$ cat config.mk
export PLATFORM = sky130hd
export DESIGN_NAME = updown_counter_mod
export DESIGN_NICKNAME = d
export VERILOG_FILES = /design/src/rtl/updown_counter_mod.sv
export SDC_FILE = /design/constraint.sdc
export NUM_CORES = 1
export LEC_CHECK = 0
export CORE_MARGIN = 2
export CORE_UTILIZATION = 43
export DETAILED_ROUTE_END_ITERATION = 8
export PLACE_DENSITY = 0.74
export SLEW_MARGIN = 10
export SYNTH_ARGS = -nofsm -noshare
export SYNTH_HDL_FRONTEND = slang
export SYNTH_SLANG_ARGS = --single-unit
$ cat constraint.sdc
create_clock -name clk -period 9.7 [get_ports clk]
set_clock_uncertainty 0.15 [all_clocks]
set_input_delay 1.94 -clock clk [delete_from_list [all_inputs] [get_ports clk]]
set_output_delay 1.94 -clock clk [all_outputs]
set_load 0.01 [all_outputs]
$ cat src/rtl/updown_counter_mod.sv
// Up/down counter with runtime modulus, wrap/saturate boundary handling,
// variable step, parallel load, enable prescaler and terminal-count flags.
module updown_counter_mod #(
    parameter int WIDTH    = 8,
    parameter int STEP_W   = 4,
    parameter int PRESCALE = 1
) (
    input  logic              clk,
    input  logic              rst,
    input  logic              en,
    input  logic              up_down,
    input  logic [STEP_W-1:0] step,
    input  logic [WIDTH-1:0]  max_val,
    input  logic              mode,
    input  logic              load,
    input  logic [WIDTH-1:0]  load_val,
    input  logic              clr_ovf,
    output logic [WIDTH-1:0]  count,
    output logic              tc_pulse,
    output logic              ovf_sticky,
    output logic              at_max,
    output logic              at_min
);

    localparam int PS_W = (PRESCALE > 1) ? $clog2(PRESCALE) : 1;
    localparam logic [PS_W-1:0]  PS_LAST = PS_W'(PRESCALE - 1);
    localparam logic [WIDTH:0]   ONE_X   = (WIDTH+1)'(1);

    logic [PS_W-1:0]  ps_q;
    logic             cnt_evt;
    logic             bnd;
    logic [WIDTH:0]   cnt_x;
    logic [WIDTH:0]   max_x;
    logic [WIDTH:0]   step_x;
    logic [WIDTH-1:0] next_count;
    logic [WIDTH-1:0] load_clamped;

    assign cnt_evt      = en && !load && (ps_q == PS_LAST);
    assign cnt_x        = {1'b0, count};
    assign max_x        = {1'b0, max_val};
    assign step_x       = (WIDTH+1)'(step);
    assign load_clamped = (load_val > max_val) ? max_val : load_val;

    // One extra bit of headroom keeps count+step and count+max+1 exact.
    always_comb begin
        next_count = count;
        bnd        = 1'b0;
        if (step_x != '0) begin
            if (cnt_x > max_x) begin
                bnd        = 1'b1;
                next_count = mode ? max_val : '0;
            end else if (up_down) begin
                if (cnt_x + step_x <= max_x) begin
                    next_count = WIDTH'(cnt_x + step_x);
                end else begin
                    bnd        = 1'b1;
                    next_count = mode ? max_val : WIDTH'(cnt_x + step_x - max_x - ONE_X);
                end
            end else begin
                if (step_x <= cnt_x) begin
                    next_count = WIDTH'(cnt_x - step_x);
                end else begin
                    bnd        = 1'b1;
                    next_count = mode ? '0 : WIDTH'(cnt_x + max_x + ONE_X - step_x);
                end
            end
        end
    end

    always_ff @(posedge clk) begin
        if (rst) begin
            count      <= '0;
            ps_q       <= '0;
            tc_pulse   <= 1'b0;
            ovf_sticky <= 1'b0;
        end else if (load) begin
            count    <= load_clamped;
            ps_q     <= '0;
            tc_pulse <= 1'b0;
            if (clr_ovf)
                ovf_sticky <= 1'b0;
        end else begin
            if (en)
                ps_q <= (ps_q == PS_LAST) ? '0 : ps_q + PS_W'(1);
            tc_pulse <= cnt_evt && bnd;
            if (cnt_evt)
                count <= next_count;
            // A boundary in the same cycle takes precedence over the clear.
            if (cnt_evt && bnd)
                ovf_sticky <= 1'b1;
            else if (clr_ovf)
                ovf_sticky <= 1'b0;
        end
    end

    assign at_max = (count == max_val);
    assign at_min = (count == '0);

endmodule

==> impl_results.md, run 1 <==
- Core area: 5991 um2
- Top cells by count, synth: ha_1, inv_1, a21oi_1
- Setup Crit Path Kind: primary input to primary output
- Post-route ant nets: 0
- Delay-heaviest family, CP: buffers and inverters
- Flops & latches, synth: 10
- Leading area contributor after synthesis: ha_1
- Status: finished, final reports clean
- Layout area overhead: 18.02%
- Min Tclk post-route: 6205 ps
- Die Width: 83.06 um
- Crit-path cells: clkdlybuf4s50_1 -> inv_1 -> ha_1 -> inv_1 -> nand4_1 -> nor4_1 -> clkdlybuf4s50_1
- Seq/Total Area, Yosys: 0.07449
- Worst EP required: 7610 ps
- Post-Route Utilization: 0.5294
- Top-area cell type share of the netlist area: 0.2095
- Power per Cell Area: 148.1 nW/um2
- Asr flop ratio synth: 0
- Drt total wl: between 8000 and 9000 um
- Final period util: 0.6396
- Final hold violations: 0
- Worst-Margin Slew: 849.6 ps
- Die area: 6899 um2
- Longest Clk Path Bufs: 2
- Synth Warn #: 0
- Slew HR: 0.4318
- Setup TNS: 0 ps
- Register area: 200.2 um2
- Clock sink total: 10
- Area contributors post-synth: ha_1, dfxtp_1, a21oi_1, inv_1, fa_1
- Clock transition at path regs: around 50 ps
- VDD IR-drop max: 0.05886 mV
- Die H: approximately 83 um
- Via count: 2,826
- Post-Syn Nets: between 400 and 500
- Share of cells above drive strength 1: 0.03856
- Final Cell Area: 3172 um2
- Initial antenna violation count: 0
- Synth Instances: 356
- Layout net count: 469
- WHS: 326.5 ps
- Hold WC Path Type: flop to flop
- Drc violations: 0
- RSZ-0062 raised after global routing: false
- Clock latency on the worst-skew pair: 240 ps
- Row count: 28
- Startpoint Class: primary input
- Library cells used by synthesis: 54
- Resize count post-CTS: 0
- Final setup fails: 0
- Io pins: 39
- Crit path buf inv count: 4
- Max Freq: 161.2 MHz
- Slowest Stage Delay on Critical Path: about 620 ps
- Grt total ovfl: 0
- Critical path's slowest cell: clkdlybuf4s50_1
- WP data arrival: approximately 4100 ps
- Dpl hpwl: approximately 7000 um
- Final GP Congestion: 0.9693
- Synthesized area per cell: 7.549 um2
- N_diodes: 0
- Drt first pass iters: 5
- Initial Util: 0.4486
- Htree depth: 1
- Placed cell areas: 3117 um2
- Post-synth top flop: dfxtp_1
- LEAKAGE: 1.372 nW
- Max cap viols: 0
- Fill cells: ~570
- Num CTS Buffers: 3
- Number of synthesized flops with an enable pin: 0
- Root Driver: clkbuf_8
- Most common cell in the synthesized netlist: ha_1
- Critical path endpoint category: primary output
- CP max FO: 4
- CTS tree: done
- Largest net degree at the start of global routing: 24
- All-Layer GR Usage: 0.2427
- First-pass GRT wire length: 13,740 um
- Post-cts hold buffer count: 0
- Vias/cell: about 6.1
- Final Max Slew Viols: 0
- Post-CTS Setup Inserts: 0
- DR iter-0 viols: 234
- Multi-input gate area: 2285 um2
- Port bufs: 38
- Synth Cell Area: 2688 um2
- Number of global-route vias before repair: roughly 2,700
- Routed WL per cell: 18.34 um
[stage by stage]
stage,power [mW],setup WS [ps],instances
detailed placement,0.4088,3354,460
floorplan,0.3058,4418,356
global route,0.5077,3279,464
CTS,0.4653,3512,464
global placement,0.4095,3540,460
finish,0.4698,3495,464
[area by class of cell]
type | count | area share
well taps | 75 | 0.02959
flip-flops and latches | 10 | 0.06312
inverters | 40 | 0.04734
repair buffers | 39 | 0.1223
clock buffers | 4 | 0.01736
multi-input cells | 296 | 0.7203
[cell families (layout without fill, tap and decap cells)]
logic type               count (synthesis)  count (layout)  synth area share
AO/OA/AOI/OAI                          120             120            0.3054
multiplexers                             8               8           0.03073
buffers and inverters                   50              83           0.07542
AND/OR/NAND/NOR                         94              94            0.1806
XOR/XNOR                                22              22           0.07170
flip-flops                              10              10           0.07449
adder cells (fa/ha/maj)                 52              52            0.2616
[routing by layer]
metal / GRT usage / vias to the layer above / routed length [um] / part of all wire
met5: 0 / - / 0 / 0
li1: - / 1367 / - / -
met2: 0.4201 / 124 / 4049 / 0.48
met3: 0.02485 / 13 / 558 / 0.066
met4: 0.03875 / 0 / 115 / 0.014
met1: 0.3313 / 1322 / 3787 / 0.44
[sequential cells by signal, indices dropped and copies added, names as in the netlist]
name / flops
ovf_sticky: 1
tc_pulse: 1
count: 8
[final timing paths]
path                         startpoint                     to  slack [ps]  cells after the start
setup / recovery             max_val[6]                 at_max        3500                      7
hold / removal    ovf_sticky$_SDFF_PP0_  ovf_sticky$_SDFF_PP0_         330                      2
setup reg to reg  count[1]$_SDFFE_PP0P_  count[1]$_SDFFE_PP0P_        5440                     13
hold reg to reg   ovf_sticky$_SDFF_PP0_  ovf_sticky$_SDFF_PP0_         330                      2
[placed cells by master (no fill, tap or decap), types with 3 or more instances in the layout]
cell type | synthesis | layout
mux2i_1 | 6 | 6
nand2_1 | 22 | 22
o21ai_0 | 22 | 22
o21bai_1 | 3 | 3
nor2b_1 | 7 | 7
a31oi_1 | 3 | 3
a21oi_1 | 34 | 34
ha_1 | 45 | 45
a21o_1 | 4 | 4
inv_1 | 40 | 40
xor2_1 | 8 | 8
o21a_1 | 8 | 8
nand2b_1 | 7 | 7
xnor2_1 | 14 | 14
nor2_1 | 25 | 25
clkbuf_8 | 0 | 4
fa_1 | 7 | 7
o211ai_1 | 6 | 6
o31a_1 | 3 | 3
a211oi_1 | 10 | 10
and3_1 | 3 | 3
nor3_1 | 12 | 12
clkdlybuf4s50_1 | 0 | 38
dfxtp_1 | 10 | 10
nand4_1 | 6 | 6
[where the power goes]
group	internal, mW	switching (mW)
sequential	0.0471	0.0163
clock	0.0359	0.0188
combinational	0.151	0.200
[tightest hold or removal path: stages, from the launching register on]
cell and delay [ps]:
dfxtp_1 310, nand2b_1 60, a21oi_1 60
Note: power is estimated with default switching activity, not from simulation.
==> run 2: changes to the inputs <==
==> constraint.sdc (replaced) <==
create_clock -name clk -period 6 [get_ports clk]
set_clock_uncertainty 0.15 [all_clocks]
set_input_delay 1.2 -clock clk [delete_from_list [all_inputs] [get_ports clk]]
set_output_delay 1.2 -clock clk [all_outputs]
set_load 0.01 [all_outputs]
==> run 2 against run 1 <==
- combinational power is 63% higher
- global-route usage hardly changed
- final area is 0.24% higher
- clock power is 61% higher
- via count is 0.74% higher
- sequential cell count stayed put
- critical path type is now primary input to flop
- critical endpoint is now count[1]$_SDFFE_PP0P_
- highest routed layer unchanged
==> impl_results.md, run 2 (synthesis gave the netlist of run 1 again) <==
- Max cap viols: 0 (unchanged)
- Clock latency on the worst-skew pair: 240 ps (about the same)
- Final period util: 0.9055
- Drt total wl: 8480 um (was 8511 um)
- LEAKAGE: 1.377 nW (was 1.372 nW)
- Resize count post-CTS: 0 (unchanged)
- Met2 GRT Util: 0.4003 (was 0.4201)
- Die Width: 83.06 um (unchanged)
- Core area: 5991 um2 (unchanged)
- Via count: 2,847 (was 2,826)
- Clock sink total: 10 (unchanged)
- Layout Cells excl Fill: 465 (was 464)
- Grt total ovfl: 0 (unchanged)
- N_diodes: 0 (unchanged)
- Max Freq: 184.1 MHz
- Share of cells above drive strength 1: 0.04103 (was 0.03856)
- Initial Util: 0.4486 (unchanged)
- CP max FO: 9 (was 4)
- Clock transition at path regs: 50 ps (about the same)
- Worst-Margin Slew: 863.1 ps (was 849.6 ps)
- Worst EP required: 5930 ps (was 7610 ps)
- Post-Place Worst Slack: 451.9 ps (was 3354 ps)
- Die area: 6899 um2 (unchanged)
- Top Registers: count: 8 flops, ovf_sticky: 1 flops, tc_pulse: 1 flops (unchanged)
- Layout area overhead: 18.30% (was 18.02%)
- Largest register FFs: 8 (unchanged)
- Crit-path cells: clkdlybuf4s50_1 -> inv_1 -> ha_1 -> nand2b_1 -> a2bb2oi_1 -> and3_1 -> xnor2_1 -> ha_1 -> nand4_1 -> or4b_1 -> a32oi_1 -> and2_1 -> a21oi_1 -> a2111oi_0 -> a2111oi_0 (was clkdlybuf4s50_1 -> inv_1 -> ha_1 -> inv_1 -> nand4_1 -> nor4_1 -> clkdlybuf4s50_1)
- Post-route ant nets: 0 (unchanged)
- Vias/cell: 6.123 (was 6.091)
- GRT Max-Usage Layer: met2 (unchanged)
- Routing usage on met3: 0.03777 (was 0.02485)
- Final setup fails: 0 (unchanged)
- Min Tclk post-route: 5433 ps
- Setup TNS: 0 ps (unchanged)
- Number of global-route vias before repair: 2,713 (was 2,707)
- RSZ-0062 raised after global routing: false (unchanged)
- All-Layer GR Usage: 0.2430 (was 0.2427)
- DR iter-0 viols: 235 (was 234)
- Drt first pass iters: 5 (unchanged)
- Port bufs: 38 (unchanged)
- VDD IR-drop max: 0.1193 mV (was 0.05886 mV)
- Htree depth: 1 (unchanged)
- Setup Crit Path Kind: primary input to flop (was primary input to primary output)
- Post-cts hold buffer count: 0 (unchanged)
- GRT met1 Usage: 0.3251 (was 0.3313)
- Largest net degree at the start of global routing: 24 (unchanged)
- Post-CTS Setup Inserts: 0 (unchanged)
- Worst setup margin: 566.7 ps (was 3495 ps)
- Dpl cells: 461 (was 460)
- Startpoint Class: primary input (unchanged)
- Power per Cell Area: 240.1 nW/um2 (was 148.1 nW/um2)
- WP data arrival: 5360 ps (was 4110 ps)
- Root Driver: clkbuf_8 (unchanged)
- First-pass GRT wire length: 13,680 um (was 13,740 um)
- Fill cells: 598 (was 566)
- Final GP Congestion: 1.033 (was 0.9693)
- Initial antenna violation count: 0 (unchanged)
- Drc violations: 0 (unchanged)
- Routed WL per cell: 18.24 um (was 18.34 um)
- Slew HR: 0.4228 (was 0.4318)
- Overall Power: 0.7632 mW (was 0.4698 mW)
- Critical path's slowest cell: clkdlybuf4s50_1 (unchanged)
- Die H: 83.06 um (unchanged)
- Critical path endpoint category: flop (was primary output)
- Num CTS Buffers: 3 (unchanged)
- Io pins: 39 (unchanged)
- Slowest Stage Delay on Critical Path: 580 ps (was 620 ps)
- CTS tree: done (unchanged)
- Largest reg by FF count: count (unchanged)
- Layout net count: 470 (was 469)
- Most common cell after layout, fill and taps aside: ha_1 (unchanged)
- Longest Clk Path Bufs: 2 (unchanged)
- WHS: 328.4 ps (was 326.5 ps)
- Final hold violations: 0 (unchanged)
- Hold WC Path Type: flop to flop (unchanged)
- Status: finished, final reports clean (unchanged)
- Final Max Slew Viols: 0 (unchanged)
- Dpl hpwl: 6836 um (was 7016 um)
- Row count: 28 (unchanged)
- Most frequent cells in the layout: ha_1, inv_1, clkdlybuf4s50_1, a21oi_1, nor2_1 (unchanged)
## run 2: report_power, final
group | leakage (nW) | switching, mW | internal, mW
combinational | 1.27 | 0.329 | 0.245
sequential | 0.0828 | 0.0259 | 0.0761
clock | 0.0288 | 0.0298 | 0.0580
total | 1.38 | 0.385 | 0.379
## run 2: metrics by stage
| stage | utilization | area (um2) |
|---|---|---|
| 2_1_floorplan | - | 2688 |
| 3_3_place_gp | 0.5215 | 3124 |
| 3_5_place_dp | 0.5215 | 3124 |
| 4_1_cts | 0.5307 | 3179 |
| 5_1_grt | 0.5307 | 3179 |
| 6_report | 0.5307 | 3179 |
## run 2: final timing paths
| kind | to | start | slack, ps | depth (start not counted) |
|---|---|---|---|---|
| worst min-delay path | ovf_sticky$_SDFF_PP0_ | ovf_sticky$_SDFF_PP0_ | 330 | 2 |
| worst max-delay path | count[1]$_SDFFE_PP0P_ | step[2] | 570 | 15 |
| worst max register to register | count[1]$_SDFFE_PP0P_ | count[2]$_SDFFE_PP0P_ | 1700 | 13 |
| worst min register to register | ovf_sticky$_SDFF_PP0_ | ovf_sticky$_SDFF_PP0_ | 330 | 2 |
## run 2: worst max-delay path: cells and delay by family
family / cells / cell delay [ps]
AO/OA/AOI/OAI: 5 / 1250
adder cells (fa/ha/maj): 2 / 850
XOR/XNOR: 1 / 90
buffers and inverters: 2 / 650
AND/OR/NAND/NOR: 5 / 1320
## run 2: cell type report
cell class	count	area, um2	share of cell area
clock buffers	4	55.05	0.01732
inverters	40	150.1	0.04723
multi-input cells	296	2285	0.7186
flip-flops and latches	10	200.2	0.06297
well taps	75	93.84	0.02952
repair buffers	40	395.4	0.1244
## run 2: per-layer routing
metal / share of wire / up-vias / wire [um]
met3: 0.065 / 26 / 548
li1: - / 1370 / -
met1: 0.45 / 1311 / 3782
met5: 0 / - / 0
met4: 0.029 / 0 / 248
met2: 0.46 / 140 / 3901
==> run 3: changes to the inputs <==
--- a/config.mk
+++ b/config.mk
@@ -9,6 +9,7 @@
 export CORE_UTILIZATION = 43
 export DETAILED_ROUTE_END_ITERATION = 8
 export PLACE_DENSITY = 0.74
+export SKIP_LAST_GASP = 1
 export SLEW_MARGIN = 10
 export SYNTH_ARGS = -nofsm -noshare
 export SYNTH_HDL_FRONTEND = slang
==> results of run 3 <==
No change in the layout: final DEF, timing and power equal those of run 2.
